[src/rtl/fetch_pkg.sv]
// Shared types for the instruction prefetch queue: FSM states, widths and the
// buffered {pc, inst} entry.
package fetch_pkg;

    localparam int INST_W = 32;
    localparam int PC_W   = 32;

    typedef enum logic [1:0] {
        BOOT = 2'd0,
        RUN  = 2'd1,
        FULL = 2'd2
    } fq_state_t;

    typedef struct packed {
        logic [PC_W-1:0]   pc;
        logic [INST_W-1:0] inst;
    } fq_entry_t;

endpackage

[src/rtl/fq_fifo_mem.sv]
// Entry storage for the fetch queue: DEPTH x {pc, inst} registers with wrapping
// read/write pointers and an occupancy counter. Flush empties it in one edge.
module fq_fifo_mem
    import fetch_pkg::*;
#(
    parameter int DEPTH = 4
) (
    input  logic                   clk,
    input  logic                   rst_n,
    input  logic                   i_flush,
    input  logic                   i_push,
    input  logic                   i_pop,
    input  fq_entry_t              i_wdata,
    output fq_entry_t              o_head,
    output logic [$clog2(DEPTH):0] o_count
);
    localparam int AW = $clog2(DEPTH);

    fq_entry_t      r_mem [DEPTH];
    logic [AW-1:0]  r_wr_ptr;
    logic [AW-1:0]  r_rd_ptr;
    logic [AW:0]    r_count;

    always_ff @(posedge clk or negedge rst_n) begin
        if (!rst_n) begin
            r_wr_ptr <= '0;
            r_rd_ptr <= '0;
            r_count  <= '0;
        end else if (i_flush) begin
            r_wr_ptr <= '0;
            r_rd_ptr <= '0;
            r_count  <= '0;
        end else begin
            if (i_push) r_wr_ptr <= r_wr_ptr + AW'(1);
            if (i_pop)  r_rd_ptr <= r_rd_ptr + AW'(1);
            case ({i_push, i_pop})
                2'b10:   r_count <= r_count + (AW+1)'(1);
                2'b01:   r_count <= r_count - (AW+1)'(1);
                default: r_count <= r_count;
            endcase
        end
    end

    // Storage needs no reset: the head is only observed while the count is non-zero.
    always_ff @(posedge clk) begin
        if (i_push) r_mem[r_wr_ptr] <= i_wdata;
    end

    assign o_head  = r_mem[r_rd_ptr];
    assign o_count = r_count;

endmodule

[src/rtl/fetch_queue.sv]
// Instruction prefetch stage: owns the fetch PC, issues words to a 1-cycle imem and
// buffers responses for IF/ID. Macro FETCH_QUEUE_BYPASS_EN adds a same-cycle bypass.
module fetch_queue
    import fetch_pkg::*;
#(
    parameter int              DEPTH    = 4,
    parameter logic [PC_W-1:0] RESET_PC = 32'h0,
    parameter int              PC_STEP  = 1
) (
    input  logic                   clock,
    input  logic                   reset_n,
    input  logic                   redirect,
    input  logic [PC_W-1:0]        redirect_pc,
    output logic [PC_W-1:0]        imem_addr,
    output logic                   imem_req,
    input  logic [INST_W-1:0]      imem_data,
    output logic                   inst_valid,
    input  logic                   inst_ready,
    output logic [INST_W-1:0]      inst_out,
    output logic [PC_W-1:0]        inst_pc,
    output logic [$clog2(DEPTH):0] occupancy,
    output fq_state_t              dbg_state
);
    localparam int CW = $clog2(DEPTH) + 1;

    fq_state_t       r_state;
    fq_state_t       w_state_nxt;
    logic [PC_W-1:0] r_fetch_pc;
    logic [PC_W-1:0] r_pend_pc;
    logic            r_inflight;
    logic            r_kill;
    logic [CW-1:0]   w_count;
    logic [CW:0]     w_used;
    fq_entry_t       w_head;
    fq_entry_t       w_wdata;
    logic            w_resp;
    logic            w_pop;
    logic            w_fifo_pop;
    logic            w_push;
    logic            w_credit_ok;

    // Handshake: an instruction transfers on a cycle where inst_valid && inst_ready;
    // inst_out/inst_pc are held steady while inst_valid is high and inst_ready is low.
    assign w_resp      = r_inflight && !r_kill;
    assign w_pop       = inst_valid && inst_ready;
    assign w_used      = {1'b0, w_count} + {{CW{1'b0}}, r_inflight};
    assign w_credit_ok = w_used < ((CW+1)'(DEPTH) + {{CW{1'b0}}, w_pop});
    assign w_wdata     = '{pc: r_pend_pc, inst: imem_data};
    assign w_fifo_pop  = w_pop && (w_count != '0) && !redirect;

`ifdef FETCH_QUEUE_BYPASS_EN
    logic w_bypass;
    assign w_bypass   = w_resp && (w_count == '0);
    assign w_push     = w_resp && !redirect && !(w_bypass && inst_ready);
    assign inst_valid = w_bypass || (w_count != '0);
    assign inst_out   = w_bypass ? imem_data : ((w_count != '0) ? w_head.inst : '0);
    assign inst_pc    = w_bypass ? r_pend_pc : ((w_count != '0) ? w_head.pc : '0);
`else
    assign w_push     = w_resp && !redirect;
    assign inst_valid = (w_count != '0);
    assign inst_out   = inst_valid ? w_head.inst : '0;
    assign inst_pc    = inst_valid ? w_head.pc : '0;
`endif

    fq_fifo_mem #(.DEPTH(DEPTH)) u_fifo (
        .clk     (clock),
        .rst_n   (reset_n),
        .i_flush (redirect),
        .i_push  (w_push),
        .i_pop   (w_fifo_pop),
        .i_wdata (w_wdata),
        .o_head  (w_head),
        .o_count (w_count)
    );

    always_comb begin
        w_state_nxt = r_state;
        imem_req    = 1'b0;
        case (r_state)
            BOOT: w_state_nxt = RUN;
            RUN: begin
                imem_req = w_credit_ok;
                if (!w_credit_ok) w_state_nxt = FULL;
            end
            FULL: if (w_pop) w_state_nxt = RUN;
            default: w_state_nxt = BOOT;
        endcase
        if (redirect) w_state_nxt = RUN;
    end

    // A request issued in the redirect cycle still returns next cycle; r_kill drops it.
    always_ff @(posedge clock or negedge reset_n) begin
        if (!reset_n) begin
            r_state    <= BOOT;
            r_fetch_pc <= RESET_PC;
            r_pend_pc  <= '0;
            r_inflight <= 1'b0;
            r_kill     <= 1'b0;
        end else begin
            r_state    <= w_state_nxt;
            r_inflight <= imem_req;
            r_kill     <= redirect;
            if (imem_req) r_pend_pc <= r_fetch_pc;
            if (redirect)      r_fetch_pc <= redirect_pc;
            else if (imem_req) r_fetch_pc <= r_fetch_pc + PC_W'(PC_STEP);
        end
    end

    assign imem_addr = r_fetch_pc;
    assign occupancy = w_count;
    assign dbg_state = r_state;

endmodule

[config.mk]
export PLATFORM = sky130hd
export DESIGN_NAME = fetch_queue
export DESIGN_NICKNAME = d
export VERILOG_FILES = /design/src/rtl/fetch_pkg.sv /design/src/rtl/fq_fifo_mem.sv /design/src/rtl/fetch_queue.sv
export SDC_FILE = /design/constraint.sdc
export NUM_CORES = 1
export LEC_CHECK = 0
export CAP_MARGIN = 10
export CORE_MARGIN = 10
export CORE_UTILIZATION = 56
export DETAILED_ROUTE_END_ITERATION = 8
export PLACE_DENSITY = 0.8
export REMOVE_ABC_BUFFERS = 1
export SYNTH_ARGS = -nofsm -noshare
export SYNTH_HDL_FRONTEND = slang
export SYNTH_SLANG_ARGS = --single-unit
[constraint.sdc]
create_clock -name clock -period 3.2 [get_ports clock]
set_clock_uncertainty 0.2 [all_clocks]
set_input_delay 0.64 -clock clock [delete_from_list [all_inputs] [get_ports clock]]
set_output_delay 0.64 -clock clock [all_outputs]
set_load 0.1 [all_outputs]
; Word level (Yosys, flattened, before mapping)
; Memory sizes are Yosys's and may differ from the RTL's.
; Cells that the tools add are included.
[op_classes]
n_addsub = 7
magnitude_cmp = 1
n_eq_ne = 6
n_mux = 17
reduce_logical = 14
[ops]
columns = cell, count
row1 = $mux W32, 4
row2 = $add A32 B1 Y32 const B, 1
row3 = $mux W2, 7
row4 = $ne A3 B3 Y1 const B, 2
row5 = $pmux W2 S3, 1
row6 = $pmux W3 S2, 1
row7 = $reduce_bool A2 Y1, 3
row8 = $reduce_bool A3 Y1, 2
row9 = $logic_and A1 B1 Y1, 5
row10 = $add A2 B1 Y2 const B, 2
row11 = $add A3 B1 Y4, 1
row12 = $add A3 B1 Y4 const A, 1
row13 = $eq A2 B1 Y1 const B, 2
row14 = $eq A2 B2 Y1 const B, 2
row15 = $lt A4 B4 Y1, 1
row16 = $add A3 B1 Y3 const B, 1
row17 = $mux W1, 3
row18 = $mux W3, 1
row19 = $sub A3 B1 Y3 const B, 1
row20 = $logic_not A1 Y1, 2
row21 = $logic_not A2 Y1, 1
row22 = $reduce_and A2 Y1, 1
[word_totals]
register_bits = 75
ram_bits = 256
inputBits = 68
output_inout_bits = 103
elab_cells = 54
n_memories = 1
[mem_list]
columns = memory, depth, word_bits, read_ports, rd_ports_with_merged_regs, wr, line
row1 = u_fifo.r_mem, 4, 64, 1, 0, 1, fq_fifo_mem.sv:19  ; fq_entry_t r_mem [DEPTH];

; Depth between registers and ports, before layout
; Gate-level depths: netlist (run 1).
[logic_depth]
ltp_word = 7
mapped_depth = 8
depth_no_buf = 7

; Modules after synthesis
; From an unflattened synthesis (run 1), not the netlist that was laid out.
[hier_totals]
hier_cells = 811
area_unflattened_um2 = 13534.2
[modules_own_cells]
columns = mod, instances, cells_each, area_each_um2, seq_area_each_um2
row1 = fq_fifo_mem, 1, 373, 9646.8, 7862.5
row2 = fetch_queue, 1, 438, 3887.5, 1701.6

; Worst setup path before layout (run 1)
; OpenSTA, ideal clock, no wires.
[synth_timing]
path_kind = register to output
startpoint = register u_fifo.r_count[1] (netlist: u_fifo.o_count[1])
endpoint = output inst_pc[22]
t_arrival_ns = 3.157
slack_ns = -0.797
stages_incl_launch_ff = 4
path_buffers = 1
cell_sequence = dfrtp_1 -> or3_1 -> clkbuf_1 -> and2_1
[synth_between]
elab_chain_cells = 2
[synth_lines]
columns = item, line
row1 = "start, declared", fq_fifo_mem.sv:22  ; logic [AW:0] r_count;
row2 = "start signal, assigned", fq_fifo_mem.sv:37  ; 2'b10: r_count <= r_count + (AW+1)'(1);
row3 = "start signal, assigned", fq_fifo_mem.sv:38  ; 2'b01: r_count <= r_count - (AW+1)'(1);
row4 = "start signal, assigned", fq_fifo_mem.sv:39  ; default: r_count <= r_count;
row5 = $reduce_bool A3 Y1, fetch_queue.sv:60  ; assign inst_valid = (w_count != '0);
row6 = net inst_valid, fetch_queue.sv:17  ; output logic inst_valid,
row7 = $mux W32, fetch_queue.sv:62  ; assign inst_pc = inst_valid ? w_head.pc : '0;
row8 = "end, declared", fetch_queue.sv:20  ; output logic [PC_W-1:0] inst_pc,
; The timed path passes the listed nets, and every way through them passes these cells.

; Final worst setup path (run 1)
[layout_timing]
startpoint = register u_fifo.r_count[1] (netlist: u_fifo.o_count[1])
endpoint = output inst_pc[6]
[layout_between]
elab_chain_cells = 2
[layout_lines]
columns = item, line
row1 = $reduce_bool A3 Y1, fetch_queue.sv:60
row2 = $mux W32, fetch_queue.sv:62
; Every way passes these cells.

==> results of run 1 <==
## worst max path at each step
stage	start	to	slack, ns	cells past startpoint
CTS	u_fifo.o_count[0]	imem_req	0.05	6
global route	u_fifo.o_count[0]	imem_req	0.006	7
floorplan	u_fifo.r_rd_ptr[0]	inst_out[0]	-1.48	2
global placement	inst_ready	r_pend_pc[14]	0.36	7
detailed placement	inst_ready	r_pend_pc[2]	0.32	7
finish	u_fifo.o_count[1]	inst_pc[6]	0.08	4
## cell type report
class,instances,area (µm²),share of cell area [%]
clock inverter,14,87.58,0.4932
sequential,331,9573,53.91
tap,324,405.4,2.283
multi-input combinational,436,4020,22.64
inverter,10,37.54,0.2114
clock buffer,47,973.4,5.482
timing repair buffer,201,2661,14.99
## sequential cells by signal, indices dropped and copies added (netlist names)
name / count
u_fifo.r_mem: 256
imem_addr: 32
r_pend_pc: 32
u_fifo.o_count: 3
dbg_state: 2
u_fifo.r_rd_ptr: 2
u_fifo.r_wr_ptr: 2
r_inflight: 1
r_kill: 1
## critical path, cell delays in order (launching register included)
cell and delay [ns]:
dfrtp_1 0.50, or3_2 0.55, buf_6 0.27, and2_1 0.26
buf_12 0.18
## cell families (layout without fill, tap and decap cells)
logic type | count (synthesis) | count (layout) | share of synthesized area, %
flip-flops | 331 | 331 | 69.09
AND/OR/NAND/NOR | 239 | 239 | 10.09
multiplexers | 100 | 100 | 13.31
AO/OA/AOI/OAI | 84 | 84 | 4.465
buffers and inverters | 60 | 272 | 1.952
adder cells (fa/ha/maj) | 8 | 8 | 0.7773
XOR/XNOR | 5 | 5 | 0.3163
## metal layers
layer	global-route usage (%)	up-vias	wire length (µm)
met1	27.26	4271	12760
met4	6.305	0	776
li1	-	3673	-
met2	32.67	395	15700
met3	4.993	62	2638
met5	0	-	0
## per-stage QoR
stage | hold slack (ns) | TNS, ns
3_5_place_dp | 0.3012 | 0
6_report | 0.07880 | 0
4_1_cts | 0.1106 | 0
2_1_floorplan | 0.1444 | -112.64
5_1_grt | 0.1402 | 0
3_3_place_gp | 0.2880 | 0
## cells in the final DEF (no fill, tap or decap), types with 4 or more instances in the layout
master and count:
mux2_2 33, buf_12 79, nor4_1 8, a31oi_1 16
and4_1 6, a221oi_1 4, o311ai_0 4, edfxtp_1 256
and3_1 4, nor3_1 7, nor2b_1 16, dfrtp_1 72
clkinv_2 4, mux4_2 64, ha_1 7, clkinv_1 9
clkbuf_16 37, nor2_1 30, and2_1 69, a21oi_1 8
o21ai_0 18, xor2_1 4, and2_4 4, buf_4 55
clkdlybuf4s50_1 65, clkbuf_1 9, or4_1 15, nand3_1 25
o31ai_1 13, inv_1 8, nand4_1 26, nand2_1 16
## what timing repair did
item | in CTS | in global routing
gates cloned | 0 | 0
setup endpoints to repair | 64 | 1
setup buffers | 5 | 0
resized for setup | 1 | 1
==> results.md, run 1 <==
* Top cells by area, synth: edfxtp_1 56%, dfrtp_1 14%, mux4_2 10%, and2_1 3.3%, mux2_2 2.7%
* Iteration-0 DRC Markers at 666
* Post-synthesis instance area at 0.01384 mm²
* Flops & latches, synth at 331
* Crit path kind: reg2out
* HP Class: in2async
* Max Freq at 320.6 MHz
* Pins over their slew limit at 0
* Setup WS post-layout at 0.08076 ns
* Post-place setup slack at 0.3190 ns
* CP Data Required Time at 2.36 ns
* Die height at 177.2 µm
* Drc violations at 0
* DR pass1 iterations at 5
* Hpwl dp at 20.60 mm
* Layout cells sized above 1 at 28.20%
* CTS root buf: clkbuf_16
* Finished Cell Area at 0.01776 mm²
* R2r startpoint: u_fifo.o_count[0]
* Post-DP Area at 0.01664 mm²
* # placed instances at 1297
* Final setup viols at 0
* YS warnings at 0
* Mean post-synth cell area at 16.74 µm²
* Worst R2R End: imem_addr[15]
* Global-route wire length before repair at 49.91 mm
* Die area at 0.03141 mm²
* Gr usage total at 20.44%
* Num CTS Buffers at 34
* CP endpoint kind: primary output
* Initial Util at 56.92%
* Max Root-Sink Buffers at 3
* Largest net degree at the start of global routing at 76
* Worst-path clk slew at 0.06 ns
* Final wirelength at 31.87 mm
* Std cell rows at 57
* Final ANT Viol Nets at 0
* Grt total ovfl at 0
* Leading area contributor after synthesis: edfxtp_1
* Ys async rst share at 22.66%
* Vias at 8401
* H-tree levels at 2
* Synthesized instance count at 827
* Startpoint Class: register
* Chip width at 177.2 µm
* PortBufs at 170
* Vias per cell at 6.164
* Period utilization at 97.48%
* Data arrival, critical path at 2.28 ns
* Clk_lat worst skew at 0.51 ns
* Most frequent cells after synthesis: 256 x edfxtp_1, 75 x dfrtp_1, 73 x and2_1, 64 x mux4_2, 33 x mux2_2
* Final non-filler cell total at 1363
* Top cell type's share of synthesized area at 55.53%
* Top-count cell post-synth: edfxtp_1
* Period minus WS final at 3.119 ns
* WL/cell at 23.38 µm
* Max_cap viols at 0
* Worst Tran Pin Value at 0.9706 ns
* Post-Route Utilization at 73.02%
* Top FF cell, synth: edfxtp_1
* Crit Path Max Fanout at 65
* Antenna violations before repair at 0
* Status: completed
* RSZ-0062 raised after global routing: false
* Yosys cell types at 58
* Post-CTS Hold Buffers at 0
* Antenna fix cells at 0
* Seq/Total Area, Yosys at 69.09%
* Number of global-route vias before repair at 8495
* Hold Fails Final Rpt at 0
* Area Overhead vs Synth at 28.28%
* Layout Nets at 1090
* CORE AREA at 0.02432 mm²
* Slew margin rel. at 35.29%
* Flop2flop setup slack at 0.48 ns
* Post-synth EDFFs at 256
* Clock Sinks at 331
* Cell count of the worst reg-to-reg path at 5
* Final Wtd Congestion at 0.8698
* # IOs at 171
* # fillers at 1463
* CTS tree: done
Power of run 1 is not shown: default switching activity piles up to over one toggle a cycle in this logic, so the estimate is an artifact.
==> run 2, diff against run 1 <==
- PLACE_DENSITY: 0.8 -> 0.88
==> run 2 against run 1 <==
  * Sequential share of layout area down 0.31 points
  * Non-clock buffer count down 7
  * Global-route usage up 1.1 points
  * Hold slack worse by 0.077 ns
  * First-iteration DRC count up 20%
  * Maximum frequency down 0.32%
  * Setup slack worse by 0.010 ns
  * Critical path depth unchanged
  * Die area unchanged
  * Via count up 0.44%
  * Utilization up 0.42 points
  * Highest routed layer unchanged
==> results.md, run 2 (synthesis results as in run 1) <==
* Status: completed
* Clk_lat worst skew at 0.52 ns (about the same)
* WP buf/inv at 2 (unchanged)
* HP Class: in2async
* Global-route wire length before repair at 52.28 mm (+4.7%)
* CTS root buf: clkbuf_16
* Sequential cell area at 0.009573 mm² (unchanged)
* Slew margin rel. at 49.76% (+14 points)
* Antenna fix cells at 0 (unchanged)
* Hold Fails Final Rpt at 0 (unchanged)
* Pins over their slew limit at 0 (unchanged)
* Critical path's largest stage delay at 0.55 ns (about the same)
* Die height at 177.2 µm (unchanged)
* Num CTS Buffers at 35 (+2.9%)
* Hpwl dp at 21.77 mm (+5.7%)
* Gr usage total at 21.53% (+1.1 points)
* Vias at 8438 (+0.44%)
* Commonest non-fill, non-tap cells in the layout: 256 x edfxtp_1, 77 x buf_12, 72 x dfrtp_1
* CP endpoint kind: primary output
* Crit path max-delay cell type: mux4_2
* Die area at 0.03141 mm² (unchanged)
* Largest net degree at the start of global routing at 54 (-29%)
* Startpoint Class: register
* Period minus WS final at 3.129 ns (+0.01015 ns)
* CTS tree: done
* Worst hold slack at 0.001483 ns (-0.07732 ns)
* # IOs at 171 (unchanged)
* Register bank with the most flops: u_fifo.r_mem
* PortBufs at 170 (unchanged)
* Chip width at 177.2 µm (unchanged)
* WL/cell at 24.96 µm (+6.8%)
* Area Overhead vs Synth at 29.01%
* Data arrival, critical path at 2.29 ns (about the same)
* Post-CTS Hold Buffers at 0 (unchanged)
* Worst Tran Pin Value at 0.7537 ns (-0.2170 ns)
* Critical-path cell list: buf_16 -> mux4_2 -> and2_2 -> buf_12
* Final Wtd Congestion at 0.8660 (-0.44%)
* Max Freq at 319.6 MHz (-0.32%)
* Number of global-route vias before repair at 8918 (+5.0%)
* Max reg flops at 256 (unchanged)
* Std cell rows at 57 (unchanged)
* CP Data Required Time at 2.36 ns (about the same)
* Layout Nets at 1084 (-0.55%)
* H-tree levels at 2 (unchanged)
* Crit Path Max Fanout at 50 (-23%)
* Antenna violations before repair at 0 (unchanged)
* Iteration-0 DRC Markers at 796 (+20%)
* CORE AREA at 0.02432 mm² (unchanged)
* Final wirelength at 33.93 mm (+6.4%)
* Initial Util at 56.92% (unchanged)
* Grt total ovfl at 0 (unchanged)
* DR pass1 iterations at 5 (unchanged)
* Max Root-Sink Buffers at 3 (unchanged)
* Stages on the worst setup path at 4 (unchanged)
* Clock Sinks at 331 (unchanged)
* Vias per cell at 6.209 (+0.74%)
* Max_cap viols at 0 (unchanged)
* Most common cell after layout, fill and taps aside: edfxtp_1
* Post-CTS Repair Setup Buffers at 0 (-5)
* Layout cells sized above 1 at 30.63% (+2.4 points)
* Post-place setup slack at 0.3477 ns (+0.02874 ns)
* Worst-path clk slew at 0.06 ns (about the same)
* Final setup viols at 0 (unchanged)
* Post-CTS resize count at 1 (unchanged)
* Final ANT Viol Nets at 0 (unchanged)
* RSZ-0062 raised after global routing: true
* # placed instances at 1295 (-0.15%)
* CP delay by family, top: multiplexers
* # fillers at 1411 (-3.6%)
* Setup WS post-layout at 0.07061 ns (-0.01015 ns)
* Multi-input gate area at 0.004084 mm² (+1.6%)
* Drc violations at 0 (unchanged)
* Final non-filler cell total at 1359 (-0.29%)
* Crit path kind: reg2out
* Cell count of the worst reg-to-reg path at 5 (unchanged)
* Period utilization at 97.79% (+0.32 points)
[run 2: changes by cell type in the layout (fill, tap and decap cells not counted), moves of 2 or more]
cell and delta:
buf_12 -2, bufinv_16 +3, and2_4 +25, clkbuf_1 -2
buf_4 -5, and2_1 -26
[run 2: metal layers]
metal / wire (µm) / global-route usage (%) / part of all wire [%]
met5: 0 / 0 / 0
met4: 759 / 5.674 / 2.2
met3: 2841 / 5.099 / 8.4
met2: 17460 / 36.72 / 51
met1: 12870 / 27.11 / 38
[run 2: metrics by stage]
stage               instance area [µm²]   TNS, ns  util, %
global route                      17860  -0.02966    73.44
detailed placement                16630         0    68.37
CTS                               17790         0    73.17
finish                            17860         0    73.44
floorplan                         13610   -112.64        -
global placement                  16630         0    68.37
[run 2: final cells by class]
cell class | count | area share, %
Sequential cell | 331 | 53.60
Multi-Input combinational cell | 436 | 22.87
Timing Repair Buffer | 194 | 14.56
Clock buffer | 45 | 5.345
Tap cell | 324 | 2.270
Clock inverter | 19 | 1.149
Inverter | 10 | 0.2102
[run 2: worst paths after layout]
kind	to	start	slack (ns)
worst max-delay path	inst_pc[20]	u_fifo.r_rd_ptr[0]	0.07
worst min-delay path	imem_addr[6]	reset_n	0.001
worst max register to register	imem_addr[12]	u_fifo.o_count[0]	0.52
worst min register to register	u_fifo.r_mem[2][62]	r_pend_pc[30]	0.31
max in group asynchronous	u_fifo.r_wr_ptr[0]	reset_n	2.21
min in group clock	u_fifo.r_mem[2][62]	r_pend_pc[30]	0.31
Power of run 2 is left out for the same reason.
==> run 3, diff against run 2 <==
- PLACE_DENSITY: 0.88 -> not set
- PLACE_DENSITY_LB_ADDON: not set -> 0.3
==> run 3 against run 2 <==
  * Cell area decreased by 0.32%
  * Sequential share of layout area grew 0.16 points
  * Register-to-register slack worse by 0.05 ns
  * Cell count is 0.37% higher
  * First-iteration DRC count down 21%
  * Non-clock buffer count up 6
  * Utilization is 0.23 points lower
==> results.md, run 3 (synthesis results as in run 1) <==
* Most common cell after layout, fill and taps aside: edfxtp_1
* Period minus WS final at 3.069 ns (-0.06003 ns)
* Final Wtd Congestion at 0.8618 (-0.48%)
* Final wirelength at 31.09 mm (-8.4%)
* WP buf/inv at 2 (unchanged)
* Chip width at 177.2 µm (unchanged)
* HP Class: in2async
* Grt total ovfl at 0 (unchanged)
* Crit path max-delay cell type: dfrtp_1
* Max Freq at 325.8 MHz (+2.0%)
* Pins over their slew limit at 0 (unchanged)
* Status: completed
* CP delay by family, top: adder cells
* Num CTS Buffers at 36 (+2.9%)
* Critical path's largest stage delay at 0.48 ns (-0.07 ns)
* Largest net degree at the start of global routing at 76 (+41%)
* CP Data Required Time at 2.36 ns (about the same)
* # fillers at 1458 (+3.3%)
* Die height at 177.2 µm (unchanged)
* Clock Sinks at 331 (unchanged)
* Commonest non-fill, non-tap cells in the layout: 256 x edfxtp_1, 75 x buf_12, 73 x dfrtp_1
* Final setup viols at 0 (unchanged)
* Startpoint Class: register
* RSZ-0062 raised after global routing: false
* Final ANT Viol Nets at 0 (unchanged)
* CORE AREA at 0.02432 mm² (unchanged)
* Hold Fails Final Rpt at 0 (unchanged)
* H-tree levels at 2 (unchanged)
* WL/cell at 22.79 µm (-8.7%)
* Register bank with the most flops: u_fifo.r_mem
* Iteration-0 DRC Markers at 631 (-21%)
* CP endpoint kind: primary output
* Hpwl dp at 20.12 mm (-7.6%)
* DR pass1 iterations at 5 (unchanged)
* Initial Util at 56.92% (unchanged)
* Gr usage total at 19.87% (-1.7 points)
* Max Root-Sink Buffers at 3 (unchanged)
* Slew margin rel. at 34.22% (-16 points)
* Worst hold slack at 0.09310 ns (+0.09162 ns)
* Global-route wire length before repair at 48.70 mm (-6.8%)
* Std cell rows at 57 (unchanged)
* Data arrival, critical path at 2.23 ns (-0.06 ns)
* Period utilization at 95.92% (-1.9 points)
* Max reg flops at 256 (unchanged)
* # IOs at 171 (unchanged)
* Drc violations at 0 (unchanged)
* Worst Tran Pin Value at 0.9868 ns (+0.2331 ns)
* Worst-path clk slew at 0.06 ns (about the same)
* Vias at 8274 (-1.9%)
* Layout Nets at 1091 (+0.65%)
* CTS root buf: clkbuf_16
* Vias per cell at 6.066 (-2.3%)
* Layout cells sized above 1 at 28.59% (-2.0 points)
* Number of global-route vias before repair at 8489 (-4.8%)
* Antenna violations before repair at 1 (+1)
* Area Overhead vs Synth at 28.61%
* Most frequent cell on the critical path: ha_1
* PortBufs at 170 (unchanged)
* CTS tree: done
* Max_cap viols at 0 (unchanged)
* Die area at 0.03141 mm² (unchanged)
* Crit Path Max Fanout at 7 (-86%)
* Crit path kind: reg2out
* Finished Cell Area at 0.01780 mm² (-0.32%)
* Clk_lat worst skew at 0.51 ns (about the same)
* Critical-path cell list: ha_1 -> ha_1 -> o31ai_4 -> nand2_1 -> inv_2 -> buf_12
* Post-DP Area at 0.01658 mm² (-0.26%)
run 3: worst register-to-register path: stages (launching register included):
cell and delay, ns:
dfrtp_1 0.48, ha_1 0.26, nand3_1 0.22, nand4_1 0.57, or4_1 0.68, a31oi_1 0.22
run 3: path summary, 6_finish.rpt:
path                                    from                   to  slack (ns)  cells after the start
setup / recovery           u_fifo.o_count[0]             imem_req        0.13                      6
hold / removal                       reset_n        imem_addr[30]        0.09                      1
setup reg to reg           u_fifo.o_count[0]        imem_addr[17]        0.47                      5
hold reg to reg                r_pend_pc[22]  u_fifo.r_mem[3][54]        0.32                      0
max in group asynchronous            reset_n   u_fifo.r_rd_ptr[1]        1.96                      1
min in group clock                  redirect    u_fifo.o_count[1]        0.29                      2
run 3: through the flow:
step,cells,utilization [%],setup WS [ns],setup TNS [ns]
global route,1363,73.20,0.02548,0
finish,1364,73.21,0.1306,0
floorplan,777,-,-1.477,-112.64
detailed placement,1296,68.19,0.2811,0
CTS,1363,73.16,0.1065,0
global placement,1296,68.19,0.3816,0
run 3: cell type report:
class | instances | area (µm²) | share of cell area [%]
tap | 324 | 405.4 | 2.277
timing repair buffer | 200 | 2600 | 14.60
antenna | 1 | 2.502 | 0.01406
clock buffer | 48 | 977.2 | 5.489
clock inverter | 14 | 177.7 | 0.9980
multi-input combinational | 436 | 4031 | 22.64
sequential | 331 | 9572 | 53.76
inverter | 10 | 37.54 | 0.2108
run 3: what timing repair did:
| action | 4_1_cts | 5_1_grt |
|---|---|---|
| resized for setup | 1 | 1 |
| hold buffers | 0 | 0 |
| hold endpoints to repair | 0 | 0 |
| buffers inserted | 5 | 0 |
| endpoints found under the setup margin | 48 | 1 |
run 3: layer usage:
layer | track usage (%) | vias to the layer above | share of wire (%)
li1 | - | 3673 | -
met1 | 26.25 | 4164 | 40
met2 | 31.85 | 364 | 49
met3 | 4.993 | 71 | 8.2
met4 | 6.305 | 2 | 2.6
met5 | 0 | - | 0.042
Power of run 3 is left out for the same reason.
